$ cat config.mk
export PLATFORM = sky130hd
export DESIGN_NAME = step_counter
export DESIGN_NICKNAME = d
export VERILOG_FILES = /design/src/rtl/step_counter.sv
export SDC_FILE = /design/constraint.sdc
export NUM_CORES = 1
export LEC_CHECK = 0
export CELL_PAD_IN_SITES_DETAIL_PLACEMENT = 0
export CELL_PAD_IN_SITES_GLOBAL_PLACEMENT = 1
export CORE_MARGIN = 5
export CORE_UTILIZATION = 38
export DETAILED_ROUTE_END_ITERATION = 10
export PLACE_DENSITY = 0.83
export SLEW_MARGIN = 25
export SYNTH_ARGS = -nofsm -noshare
export SYNTH_HDL_FRONTEND = slang
export SYNTH_SLANG_ARGS = --single-unit
$ cat constraint.sdc
create_clock -name clk -period 4.2 [get_ports clk]
set_input_delay 1.26 -clock clk [delete_from_list [all_inputs] [get_ports clk]]
set_output_delay 1.26 -clock clk [all_outputs]
set_load 0.02 [all_outputs]
$ cat src/rtl/step_counter.sv
// ============================================================================
//  Module      : step_counter
//  Description : Up/down step counter with a programmable modulus, a
//                prescaler, wrap or saturate mode, a terminal-count pulse
//                and a sticky overflow flag. All outputs are registered.
//  Revision    : 1.0 - initial release
// ============================================================================
`default_nettype none

module step_counter #(
    parameter int unsigned      WIDTH    = 8,
    parameter logic [WIDTH-1:0] MAX      = {WIDTH{1'b1}},
    parameter int unsigned      PRESCALE = 1,
    parameter bit               SATURATE = 1'b0
) (
    input  logic             clk,
    input  logic             rst,
    input  logic             en,
    input  logic             up,
    input  logic             load,
    input  logic [WIDTH-1:0] load_val,
    input  logic             clr,
    output logic [WIDTH-1:0] count,
    output logic             tc,
    output logic             ovf
);

    localparam int unsigned    c_PW      = (PRESCALE > 1) ? $clog2(PRESCALE) : 1;
    localparam logic [c_PW-1:0] c_PS_LAST = c_PW'(PRESCALE - 1);

    logic [c_PW-1:0]  r_pre;
    logic [WIDTH-1:0] w_load_clamped;
    logic             w_step;

    assign w_load_clamped = (load_val > MAX) ? MAX : load_val;
    assign w_step         = en && (r_pre == c_PS_LAST);

    always_ff @(posedge clk or posedge rst) begin
        if (rst) begin
            count <= '0;
            tc    <= 1'b0;
            ovf   <= 1'b0;
            r_pre <= '0;
        end else if (clr) begin
            count <= '0;
            tc    <= 1'b0;
            ovf   <= 1'b0;
            r_pre <= '0;
        end else if (load) begin
            // A load on a step cycle discards the step and restarts the phase.
            count <= w_load_clamped;
            tc    <= 1'b0;
            r_pre <= '0;
        end else begin
            tc <= 1'b0;
            if (w_step) begin
                r_pre <= '0;
                if (up) begin
                    if (count == MAX) begin
                        count <= SATURATE ? MAX : '0;
                        tc    <= 1'b1;
                        ovf   <= 1'b1;
                    end else begin
                        count <= count + WIDTH'(1);
                    end
                end else begin
                    if (count == '0) begin
                        count <= SATURATE ? '0 : MAX;
                        tc    <= 1'b1;
                        ovf   <= 1'b1;
                    end else begin
                        count <= count - WIDTH'(1);
                    end
                end
            end else if (en) begin
                r_pre <= r_pre + c_PW'(1);
            end
        end
    end

endmodule

`default_nettype wire

Word-level counts from Yosys, hierarchy flattened
Index checks and enable logic that the tools add are counted.

Register bits: 11. Latch bits: 0. RAM bits: 0. ROM bits: 0. Input port bits: 14. Output and inout port bits: 10. Logic and storage cells: 42. Memories kept: 0.

Add/subtract/negate cells: 3. Multipliers: 0. Divide/modulo/power cells: 0. Magnitude comparators: 1. Equal/unequal tests: 3. Shift-type cells: 0. Mux-type cells: 23. Bitwise logic cells: 1. Reduce and logical (&&, ||, !) cells: 7.

Operators with widths (count): 2-to-1 mux 8 bit (7); 2-to-1 mux 1 bit (16); adder 8 x 1 -> 8 bit (second input constant) (1); equality test 8 bit (second input constant) (1); greater-than comparator 8 bit (second input constant) (1); zero test 8 bit (1); subtractor 8 x 1 -> 8 bit (second input constant) (1); nonzero test 3 bit (2); AND reduction 4 bit (1); nonzero test 4 bit (1); inequality test 3 x 1 -> 1 bit (second input constant) (1); inequality test 2 x 1 -> 1 bit (second input constant) (1); nonzero test 2 bit (1); adder 1 bit (second input constant) (1); logical AND 1 bit (1); inverter 1 bit (1).

Longest topological paths before layout
Depth in word-level cells: 6. Depth in mapped cells: 8.

Least setup slack after synthesis
Ideal clock, no wire load.

Path type: in2reg. From: input en. To: register count[5]. Library setup time: 0.140 ns. Arrival time: 2.161 ns. Required time: 4.060 ns. Path slack: 1.899 ns. Stages on the path: 5. Path through: nor2b_2 > nor3_1 > o31a_1 > nor4b_1 > nor4_1.

Word-level cells in the longest chain between the ends: 2.

RTL lines: from (decl) (RTL line 18) `input logic en,`; logical AND 1 bit (RTL line 36) `assign w_step = en && (r_pre == c_PS_LAST);`; nonzero test 3 bit (no source line); to (signal assigned) (RTL line 51) `count <= w_load_clamped;`; to (signal assigned) (RTL line 60) `count <= SATURATE ? MAX : '0;`; to (signal assigned) (RTL line 64) `count <= count + WIDTH'(1);`; to (decl) (RTL line 23) `output logic [WIDTH-1:0] count,`.

No other way between the ends. A chain may end at the register's enable or synchronous reset.

Worst setup path in the final report
From: input load. To: register count[5].

Word-level cells in the longest chain between the ends: 2.

RTL lines: from (decl) (RTL line 20) `input logic load,`; 2-to-1 mux 8 bit (RTL line 49) `end else if (load) begin`; 2-to-1 mux 8 bit (RTL line 44) `end else if (clr) begin`.

Parallel ways exist; a longest one is shown, timed or not.

==> metrics.md <==
| Metric | Value |
|---|---|
| Iter 0 DRT Violations | 22 |
| Clock root cell | clkbuf_4 |
| Synth unique cells | 44 |
| Top cell type's share of synthesized area | 27.7% |
| Post-CTS Hold Buffers | 0 |
| CTS tree | built |
| Grt ovf | 0 |
| Reg-to-Reg Start | count[1] |
| Total number of vias | 930 |
| Placer Congestion | 0.875 |
| Main area contributors after synthesis | dfrtp_1 (28%), a21oi_1 (5.0%), nand2_1 (4.5%) |
| Dominant cell type by area after synthesis | dfrtp_1 |
| Routed wire length | 2620 microns |
| Fin Setup TNS | 0 ns |
| WL/cell | 15.5 microns |
| Worst Path Buf+Inv | 2 |
| Core area | 0.00250 sq mm |
| Final min period | 2.92 ns |
| Worst clock skew | 0.00588 ns |
| Ys async rst share | 100% |
| Sequential cell area | 275 sq um |
| Layout cell share with drive strength beyond 1 | 8.63% |
| Dominant synthesized flop cell | dfrtp_1 |
| Pwr dens | 265 mW/mm^2 |
| Hold Fails Final Rpt | 0 |
| Slew of the pin with the lowest slew margin | 0.593 ns |
| Worst Path Required | 4.33 ns |
| DR pass1 iterations | 4 |
| Synthesized Nets | 139 |
| CP Launch Type | primary input |
| Slew headroom | 60.3% |
| Row cnt | 18 |
| WS Path Type | primary input to register |
| Synth warn | 0 |
| Overall die area | 0.00374 sq mm |
| Flops & latches, synth | 11 |
| Syn-to-layout area delta | 23.6% |
| Final cycle utilization of the critical path | 69.5% |
| Reg clk slew, reported paths | 0.08 ns |
| Max FO, Critical Path | 13 |
| Leak | 0.462 nW |
| Post-CTS Resized | 0 |
| Multi-input gate area | 627 sq um |
| Initial Utilization | 39.8% |
| Dpl hpwl | 1980 microns |
| Critical path arrival | 3.05 ns |
| Largest stage delay, worst path | 0.73 ns |
| Hold WC Path Type | register to register |
| Synth Area per Inst | 8.15 sq um |
| GRT Total Usage | 15.6% |
| Worst setup EP type | register |
| Unrepaired setup endpoints after global routing | no |
| Setup crit start | load |
| Outcome | completed |
| Clock Tree Buf Depth | 2 |
| Seq/Total Area, Yosys | 27.7% |
| Slowest CP cell | clkdlybuf4s50_1 |
| Number of global-route vias before repair | 892 |
| Via density | 5.50 |
| CTS sink count | 11 |
| Peak VDD IR | 0.000163 V |
| Nets | 157 |
| Antenna violations before repair | 0 |
| Max-cap viol count | 0 |
| IO Port Bufs | 23 |
| First-pass GRT wire length | 4320 microns |
| I/O pin count | 24 |
| Delay-heaviest family, CP | buffers and inverters |
| # Post-CTS Setup Buffers | 0 |
| Inserted Diodes | 0 |
| Final setup vio count | 0 |
| Num CTS Buffers | 3 |
| Largest net degree at the start of global routing | 17 |
| Worst-Skew Late Latency | 0.28 ns |
| Critical path, cell by cell | clkdlybuf4s50_1, buf_4, nor3_1, o31a_1, nor4b_1, nor4_1 |
| Min-delay src | ovf |
| Count leader, synth | nand2_1 |
| Max-slew violations | 0 |
| # H-tree levels | 1 |
| Drc violations | 0 |
| Maximum clock frequency | 0.343 GHz |
| Die X-Extent | 61.2 microns |
| EDFF count, synth | 0 |
| Fillers | 250 |
| Cell Area, Synth | 995 sq um |
| Synth top cells by count | nand2_1 (12), dfrtp_1 (11), a21oi_1 (10) |
| Cell Area, Placed | 0.00120 sq mm |
| Die Y | 61.2 microns |
| Final ANT Viol Nets | 0 |
| Synth Instances | 122 |
| Fin area | 0.00123 sq mm |
[tightest hold or removal path, cell delays in order, from the launching register on]
cell and delay, ns:
dfrtp_1 0.38, inv_1 0.05, a21oi_1 0.05
[final timing paths]
| path | slack (ns) | depth (start not counted) | endpoint |
|---|---|---|---|
| max | 1.28 | 6 | count[5] |
| min | 0.52 | 2 | ovf |
| max reg2reg | 2.10 | 6 | count[0] |
| min reg2reg | 0.52 | 2 | ovf |
| max in group asynchronous | 2.58 | 2 | count[2] |
| min in group asynchronous | 1.29 | 2 | count[1] |
[final cells by class]
class	instances	share of cell area [%]
multi-input cells	93	51.0
repair buffers	24	19.3
flip-flops and latches	11	22.4
well taps	30	3.05
clock buffers	4	2.14
inverters	7	2.14
[power breakdown]
group / internal (mW) / switching, mW / leakage, nW / total, mW
clock: 0.0369 / 0.0401 / 0.0150 / 0.0770
combinational: 0.0587 / 0.0562 / 0.300 / 0.115
sequential: 0.112 / 0.0219 / 0.146 / 0.134
[cell families after synthesis]
logic type	after synthesis	share of synthesized area, %
flops	11	27.7
simple gates	47	28.2
fa+ha+maj	3	3.77
mux	1	1.13
buf+inv	18	9.31
compound gates	35	23.8
xor+xnor	7	6.16
[flip-flops by register name, summed over array words and instances, names as in the netlist]
name / flops
tc: 1
r_pre: 1
ovf: 1
count: 8
[through the flow]
step / util [%] / cells / power (mW) / worst slack [ns] / hold WS (ns)
after floorplan: - / 122 / 0.213 / 1.90 / 0.574
after global placement: 48.1 / 165 / 0.251 / 1.03 / 0.502
after detailed placement: 48.1 / 165 / 0.251 / 0.974 / 0.516
after CTS: 49.2 / 169 / 0.330 / 1.27 / 0.528
after global routing: 49.2 / 169 / 0.347 / 1.11 / 0.573
final: 49.2 / 169 / 0.326 / 1.28 / 0.520
[layer usage]
metal / share of wire (%) / GRT usage [%] / vias to the layer above / wire [microns]
met5: 0 / 0 / - / 0
met4: 0.31 / 2.48 / 0 / 8
met3: 4.1 / 3.98 / 2 / 108
met2: 48 / 25.1 / 21 / 1260
met1: 47 / 21.6 / 434 / 1240
li1: - / - / 473 / -
[cells in the final DEF, fill, tap and decap left out, types with 2 or more instances in the layout]
cell,synthesis,layout
nor3b_1,4,4
dfrtp_1,11,11
ha_1,3,3
a31oi_1,3,3
a22oi_1,2,2
clkdlybuf4s50_1,0,23
nor4b_1,2,2
nand3_1,4,4
nor3_1,3,3
o21ai_0,6,6
nor4_1,3,3
clkbuf_4,0,3
inv_1,7,7
xnor2_1,4,4
nor2_1,9,9
nand2b_1,2,2
o31ai_1,2,2
nand2_1,12,12
a21oi_1,10,10
xor2_1,3,3
No activity file was read; power rests on OpenSTA's default activity.
